## src/rtl/decode_queue.sv

```systemverilog
// rtl/decode_queue.sv - multi-lane decode queue with branch pre-classification and delay-slot tagging
//
// Purpose: circular buffer between fetch and rename/issue. Accepts up to
// FETCH_WIDTH words per cycle, tags branches/jumps and their delay slots, and
// presents up to ISSUE_WIDTH in-order entries without splitting a branch from
// its delay slot.
//
// Ports:
//   clk, resetn (sync, active-low), flush
//   in_valid/in_instr/in_pc   : fetch group, lane 0 oldest, in_valid is a prefix
//   in_ready                  : a full FETCH_WIDTH group fits this cycle
//   out_valid/out_instr/out_pcplus4/out_is_branch/out_in_delay_slot : issue window
//   out_accept                : number of leading out lanes consumed
module decode_queue #(
  parameter int FETCH_WIDTH = 2,
  parameter int ISSUE_WIDTH = 2,
  parameter int DEPTH       = 8
) (
  input  logic                               clk,
  input  logic                               resetn,
  input  logic                               flush,
  input  logic [FETCH_WIDTH-1:0]             in_valid,
  input  logic [FETCH_WIDTH*32-1:0]          in_instr,
  input  logic [FETCH_WIDTH*32-1:0]          in_pc,
  output logic                               in_ready,
  output logic [ISSUE_WIDTH-1:0]             out_valid,
  output logic [ISSUE_WIDTH*32-1:0]          out_instr,
  output logic [ISSUE_WIDTH*32-1:0]          out_pcplus4,
  output logic [ISSUE_WIDTH-1:0]             out_is_branch,
  output logic [ISSUE_WIDTH-1:0]             out_in_delay_slot,
  input  logic [$clog2(ISSUE_WIDTH+1)-1:0]   out_accept
);

  localparam int PW = $clog2(DEPTH);
  localparam int CW = PW + 1;

  logic [31:0]      instr_q [DEPTH];
  logic [31:0]      pc4_q   [DEPTH];
  logic [DEPTH-1:0] br_q;
  logic [DEPTH-1:0] ds_q;

  logic [PW-1:0] head_q, head_d;
  logic [PW-1:0] tail_q, tail_d;
  logic [CW-1:0] count_q, count_d;
  logic          lwb_q, lwb_d;

  logic [FETCH_WIDTH-1:0] lane_br;
  logic [FETCH_WIDTH-1:0] lane_ds;
  logic [CW-1:0]          push_cnt;

  function automatic logic classify_branch(input logic [31:0] w);
    logic r;
    r = 1'b0;
    case (w[31:26])
      6'b000100, 6'b000101, 6'b000001, 6'b000110,
      6'b000111, 6'b000010, 6'b000011: r = 1'b1;
      6'b000000: r = (w[5:0] == 6'b001000) || (w[5:0] == 6'b001001);
      default:   r = 1'b0;
    endcase
    return r;
  endfunction

  // Depends on registered count only, so a pop in the same cycle cannot
  // reopen a full queue.
  assign in_ready = (count_q <= CW'(DEPTH - FETCH_WIDTH));

  // Enqueue side: classification and delay-slot chaining across lanes.
  // 'prev' walks the valid prefix so the last valid lane's branch flag
  // carries into the next push via last_was_branch.
  always_comb begin
    logic prev;
    lane_br  = '0;
    lane_ds  = '0;
    push_cnt = '0;
    prev     = lwb_q;
    for (int i = 0; i < FETCH_WIDTH; i++) begin
      lane_br[i] = classify_branch(in_instr[i*32 +: 32]);
      lane_ds[i] = prev;
      if (in_valid[i]) begin
        prev     = lane_br[i];
        push_cnt = push_cnt + CW'(1);
      end
    end
    lwb_d   = in_ready ? prev : lwb_q;
    tail_d  = in_ready ? tail_q + PW'(push_cnt) : tail_q;
    head_d  = head_q + PW'(out_accept);
    count_d = count_q + (in_ready ? push_cnt : '0) - CW'(out_accept);
  end

  always_ff @(posedge clk) begin
    if (!resetn) begin
      head_q  <= '0;
      tail_q  <= '0;
      count_q <= '0;
      lwb_q   <= 1'b0;
      br_q    <= '0;
      ds_q    <= '0;
      for (int i = 0; i < DEPTH; i++) begin
        instr_q[i] <= '0;
        pc4_q[i]   <= '0;
      end
    end else if (flush) begin
      head_q  <= '0;
      tail_q  <= '0;
      count_q <= '0;
      lwb_q   <= 1'b0;
    end else begin
      head_q  <= head_d;
      tail_q  <= tail_d;
      count_q <= count_d;
      lwb_q   <= lwb_d;
      if (in_ready) begin
        for (int i = 0; i < FETCH_WIDTH; i++) begin
          if (in_valid[i]) begin
            instr_q[tail_q + PW'(i)] <= in_instr[i*32 +: 32];
            pc4_q[tail_q + PW'(i)]   <= in_pc[i*32 +: 32] + 32'd4;
            br_q[tail_q + PW'(i)]    <= lane_br[i];
            ds_q[tail_q + PW'(i)]    <= lane_ds[i];
          end
        end
      end
    end
  end

  // Issue window: stop at the first non-candidate lane, or at a branch whose
  // delay slot is not in the same window (last lane or not yet enqueued).
  always_comb begin
    logic          stop;
    logic          cand_i;
    logic          cand_n;
    logic [PW-1:0] rd_idx;
    out_valid         = '0;
    out_instr         = '0;
    out_pcplus4       = '0;
    out_is_branch     = '0;
    out_in_delay_slot = '0;
    stop   = 1'b0;
    cand_i = 1'b0;
    cand_n = 1'b0;
    rd_idx = '0;
    for (int i = 0; i < ISSUE_WIDTH; i++) begin
      rd_idx = head_q + PW'(i);
      cand_i = (count_q > CW'(i));
      cand_n = (i + 1 < ISSUE_WIDTH) && (count_q > CW'(i + 1));
      if (!cand_i || (br_q[rd_idx] && !cand_n)) stop = 1'b1;
      if (!stop) begin
        out_valid[i]            = 1'b1;
        out_instr[i*32 +: 32]   = instr_q[rd_idx];
        out_pcplus4[i*32 +: 32] = pc4_q[rd_idx];
        out_is_branch[i]        = br_q[rd_idx];
        out_in_delay_slot[i]    = ds_q[rd_idx];
      end
    end
  end

endmodule

```

## config.mk

```make
export PLATFORM = sky130hd
export DESIGN_NAME = decode_queue
export DESIGN_NICKNAME = d
export VERILOG_FILES = /design/src/rtl/decode_queue.sv
export SDC_FILE = /design/constraint.sdc
export NUM_CORES = 1
export LEC_CHECK = 0
export CORE_UTILIZATION = 36
export CTS_CLUSTER_DIAMETER = 120
export DETAILED_ROUTE_END_ITERATION = 16
export PLACE_DENSITY = 0.6
export SLEW_MARGIN = 20
export SYNTH_ARGS = -nofsm -noshare
export SYNTH_HDL_FRONTEND = slang
export SYNTH_SLANG_ARGS = --single-unit
```

## constraint.sdc

```tcl
create_clock -name clk -period 4.9 [get_ports clk]
set_clock_uncertainty 0.15 [all_clocks]
set_input_delay 0.98 -clock clk [delete_from_list [all_inputs] [get_ports clk]]
set_output_delay 0.98 -clock clk [all_outputs]
set_load 0.005 [all_outputs]
```

==> qor.log <==
qor: worst_setup_path.critical_path.max_stage_delay 0.66 ns
qor: timing.worst_slew_margin_rel 21.7%
qor: drt.avgViaCountPerCell 6.61
qor: drt.routed_wire_per_std_cell 31.9 um
qor: worst_setup_path.crit_path_frequent_cell sky130_fd_sc_hd__buf_4
qor: timing.worst_slew_pin_slew 1.18 ns
qor: worst_setup_path.startpoint_type flip-flop
qor: global_routing.via_count_of_the_first_global_routing_pass 24400
qor: synthesis.yosysWarnings 0
qor: global_routing.grt_max_degree 146
qor: die.core_box_area 86800 um^2
qor: clock_network.gates_resized_cts_repair 0
qor: synthesis.synth_top_family_by_area multiplexers
qor: die.initial_core_utilization 36.4%
qor: synthesis.synth.largest_area_cell sky130_fd_sc_hd__edfxtp_1
qor: layout.share_of_cells_above_drive_strength_1 18.7%
qor: pwr.cellLeakagePower 12.0 nW
qor: synthesis.postSynth.topFlopCell sky130_fd_sc_hd__edfxtp_1
qor: timing.setup-tns-final 0 ns
qor: place.hpwlAfterDp 70.0 mm
qor: synthesis.syn-cell-area 31500 um^2
qor: flow_run.drv.max_cap_violation_count 0
qor: worst_setup_path.worstPathArrival 3.62 ns
qor: drt.postRouteAntennaNets 0
qor: worst_setup_path.timing.critical_path.cells buf_4, buf_4, mux4_2, mux2i_1, nor2_1, clkdlybuf4s50_1
qor: layout.fin_nets 2608
qor: drt.routed_wl 117 mm
qor: synthesis.synth_xor_area_share 1.85%
qor: synthesis.yosysTopAreaCellShare 48.8%
qor: die.die_area 88800 um^2
qor: clock_network.clock_latency_on_the_worst_skew_pair 0.65 ns
qor: synthesis.synthesis.area_per_instance 13.5 um^2
qor: clock_network.ctsHoldBuffers 0
qor: die.fp.dieW 298 um
qor: clock_network.htreeDepth 2
qor: worst_setup_path.path_max_fanout 36
qor: timing.fmaxAchievable 211 MHz
qor: worst_setup_path.worstSetupPathType reg2out
qor: pwr.power_density_normalized_to_cell_area 338 nW/um^2
qor: run_status.status completed
qor: timing.fin_hold_ws 0.352 ns
qor: synthesis.muxShareOfSynthArea 21.1%
qor: layout.syn_to_final_growth 18.1%
qor: timing.final-hold-violation-count 0
qor: timing.timing_max_transition_violations_final 0
qor: drt.detailroute.via_count 24200
qor: timing.finalCriticalPeriod 4.75 ns
qor: global_routing.grt_total_usage 25.7%
qor: timing.final.period_utilization 96.9%
qor: die.top_level_ports 270
qor: clock_network.worst_setup_hold_path_clk_slew 0.06 ns
qor: timing.finalWorstSetupSlack 0.154 ns
qor: clock_network.clkSinkCount 539
qor: clock_network.cts_bufs_inserted 59
qor: worst_setup_path.worst-r2r-setup-slack 1.50 ns
qor: synthesis.netlist-cell-type-count 65
qor: synthesis.synthTopCellsByArea sky130_fd_sc_hd__edfxtp_1, sky130_fd_sc_hd__mux4_2, sky130_fd_sc_hd__a22o_1, sky130_fd_sc_hd__o22ai_1, sky130_fd_sc_hd__mux2i_1
qor: place.port_buffers 268
qor: clock_network.ctsLongestPathBuffers 3
qor: global_routing.grt_pass1_wl 168 mm
qor: synthesis.synth_fp_nets 2488
qor: global_routing.antenna_found_initial 11
qor: synthesis.synth.ff_latch_count 539
qor: place.post-place-ws 0.817 ns
qor: synthesis.synthSimpleGateAreaFrac 6.72%
qor: worst_hold_path.min-delay-path-class reg2reg
qor: synthesis.postSynthCellCount 2336
qor: die.row_count 108
qor: worst_setup_path.worst_path_dominant_cell_family buffers and inverters
qor: synthesis.synth_compound_area_share 14.8%
qor: die.die-height 298 um
qor: clock_network.cts_tree done
qor: clock_network.post-cts-setup-buffers 0
qor: worst_setup_path.worst_path_max_delay_cell sky130_fd_sc_hd__buf_4
qor: pwr.power.ir.vdd_worst 279 uV
qor: timing.setup-violations-final 0
qor: synthesis.synth_async_sr_flop_share 0%
qor: clock_network.cts_root_buffer sky130_fd_sc_hd__clkbuf_16
qor: timing.rsz_0062_raised_after_global_routing no
qor: worst_setup_path.critical_path_buf_inv_count 3
qor: global_routing.globalRouteOverflowTotal 0
qor: drt.drtPass1Iterations 5
qor: worst_setup_path.required 3.77 ns
qor: layout.layout.cells.most_common_list sky130_fd_sc_hd__edfxtp_1, sky130_fd_sc_hd__a22o_1, sky130_fd_sc_hd__clkdlybuf4s50_1
qor: worst_setup_path.crit_path_end_kind output port
qor: drt.drt_first_iter_violations 2905
qor: place.place_congestion 0.874
qor: synthesis.seq_area_frac_synth 50.5%
qor: synthesis.synth_edf_count 512
qor: synthesis.post_synth_fa_ha_maj_area_fraction 0.770%
qor: layout.layout.cells.most_common sky130_fd_sc_hd__edfxtp_1
qor: drt.route.detailed.drc 0
## worst paths after layout
| path | endpoint | start | depth (start not counted) |
|---|---|---|---|
| hold reg to reg | ds_q[1] | ds_q[1] | 2 |
| hold / removal | ds_q[1] | ds_q[1] | 2 |
| setup reg to reg | instr_q[7][8] | tail_q[0] | 7 |
| setup / recovery | out_pcplus4[25] | head_q[1] | 6 |
## cell usage after synthesis (all sizes together) (9+ instances only)
cell type and instances:
buf 188, clkbuf 96, a21oi 87, and4 9, a22o 287, nor3 21, dfxtp 27, o22ai 232
o21ai 18, nor2 110, nand3 29, inv 24, xor2 22, mux4 264, nand4 17, mux2i 71
nand2 192, xnor2 42, ha 13, edfxtp 512
## metrics by stage
step / cells / cell area, um^2 / utilization, % / power, mW
2_1_floorplan: 2336 / 31500 / - / 6.96
3_3_place_gp: 3550 / 35400 / 40.8 / 8.26
3_5_place_dp: 3550 / 35400 / 40.8 / 8.31
4_1_cts: 3657 / 37200 / 42.9 / 12.6
5_1_grt: 3662 / 37200 / 42.9 / 13.0
6_report: 3663 / 37200 / 42.9 / 12.6
## worst register-to-register path, delay by kind of cell (launching register included)
kind          cells  cell delay, ns
xor+xnor          1            0.42
fa+ha+maj         1            0.33
buf+inv           1            0.36
flops             1            0.80
simple gates      4            0.98
## sequential cells by signal, indices dropped and copies added (netlist names)
| signal | count |
|---|---|
| count_q | 4 |
| pc4_q | 256 |
| ds_q | 8 |
| head_q | 3 |
| br_q | 8 |
| lwb_q | 1 |
| instr_q | 256 |
| tail_q | 3 |
## kinds of logic (layout without fill, tap and decap cells)
group / count (synthesis) / in the layout
adder cells (fa/ha/maj): 17 / 17
AO/OA/AOI/OAI: 645 / 645
XOR/XNOR: 64 / 64
other: 1 / 7
buffers and inverters: 308 / 474
multiplexers: 335 / 335
flip-flops: 539 / 539
AND/OR/NAND/NOR: 427 / 427
## layout make-up
class	instances	area (um^2)
Antenna cell	6	15.0
Clock buffer	76	1560
Sequential cell	539	15900
Inverter	24	92.6
Clock inverter	31	279
Multi-Input combinational cell	1489	14500
Timing Repair Buffer	343	3460
Fill cell	7820	49500
Tap cell	1155	1450
## per-layer routing
layer  track usage, %  part of all wire, %  up-vias
met2             42.2                   48     1672
met4             11.2                  4.2        8
met5                0                0.043        -
li1                 -                    -     9782
met3             5.15                   10      313
met1             32.8                   37    12400
## where the power goes
group	switching, mW	internal, mW	leakage, nW
clock	1.92	2.45	0.895
sequential	0.150	5.32	5.52
combinational	1.55	1.21	5.60
Note: power is estimated with default switching activity, not from simulation.
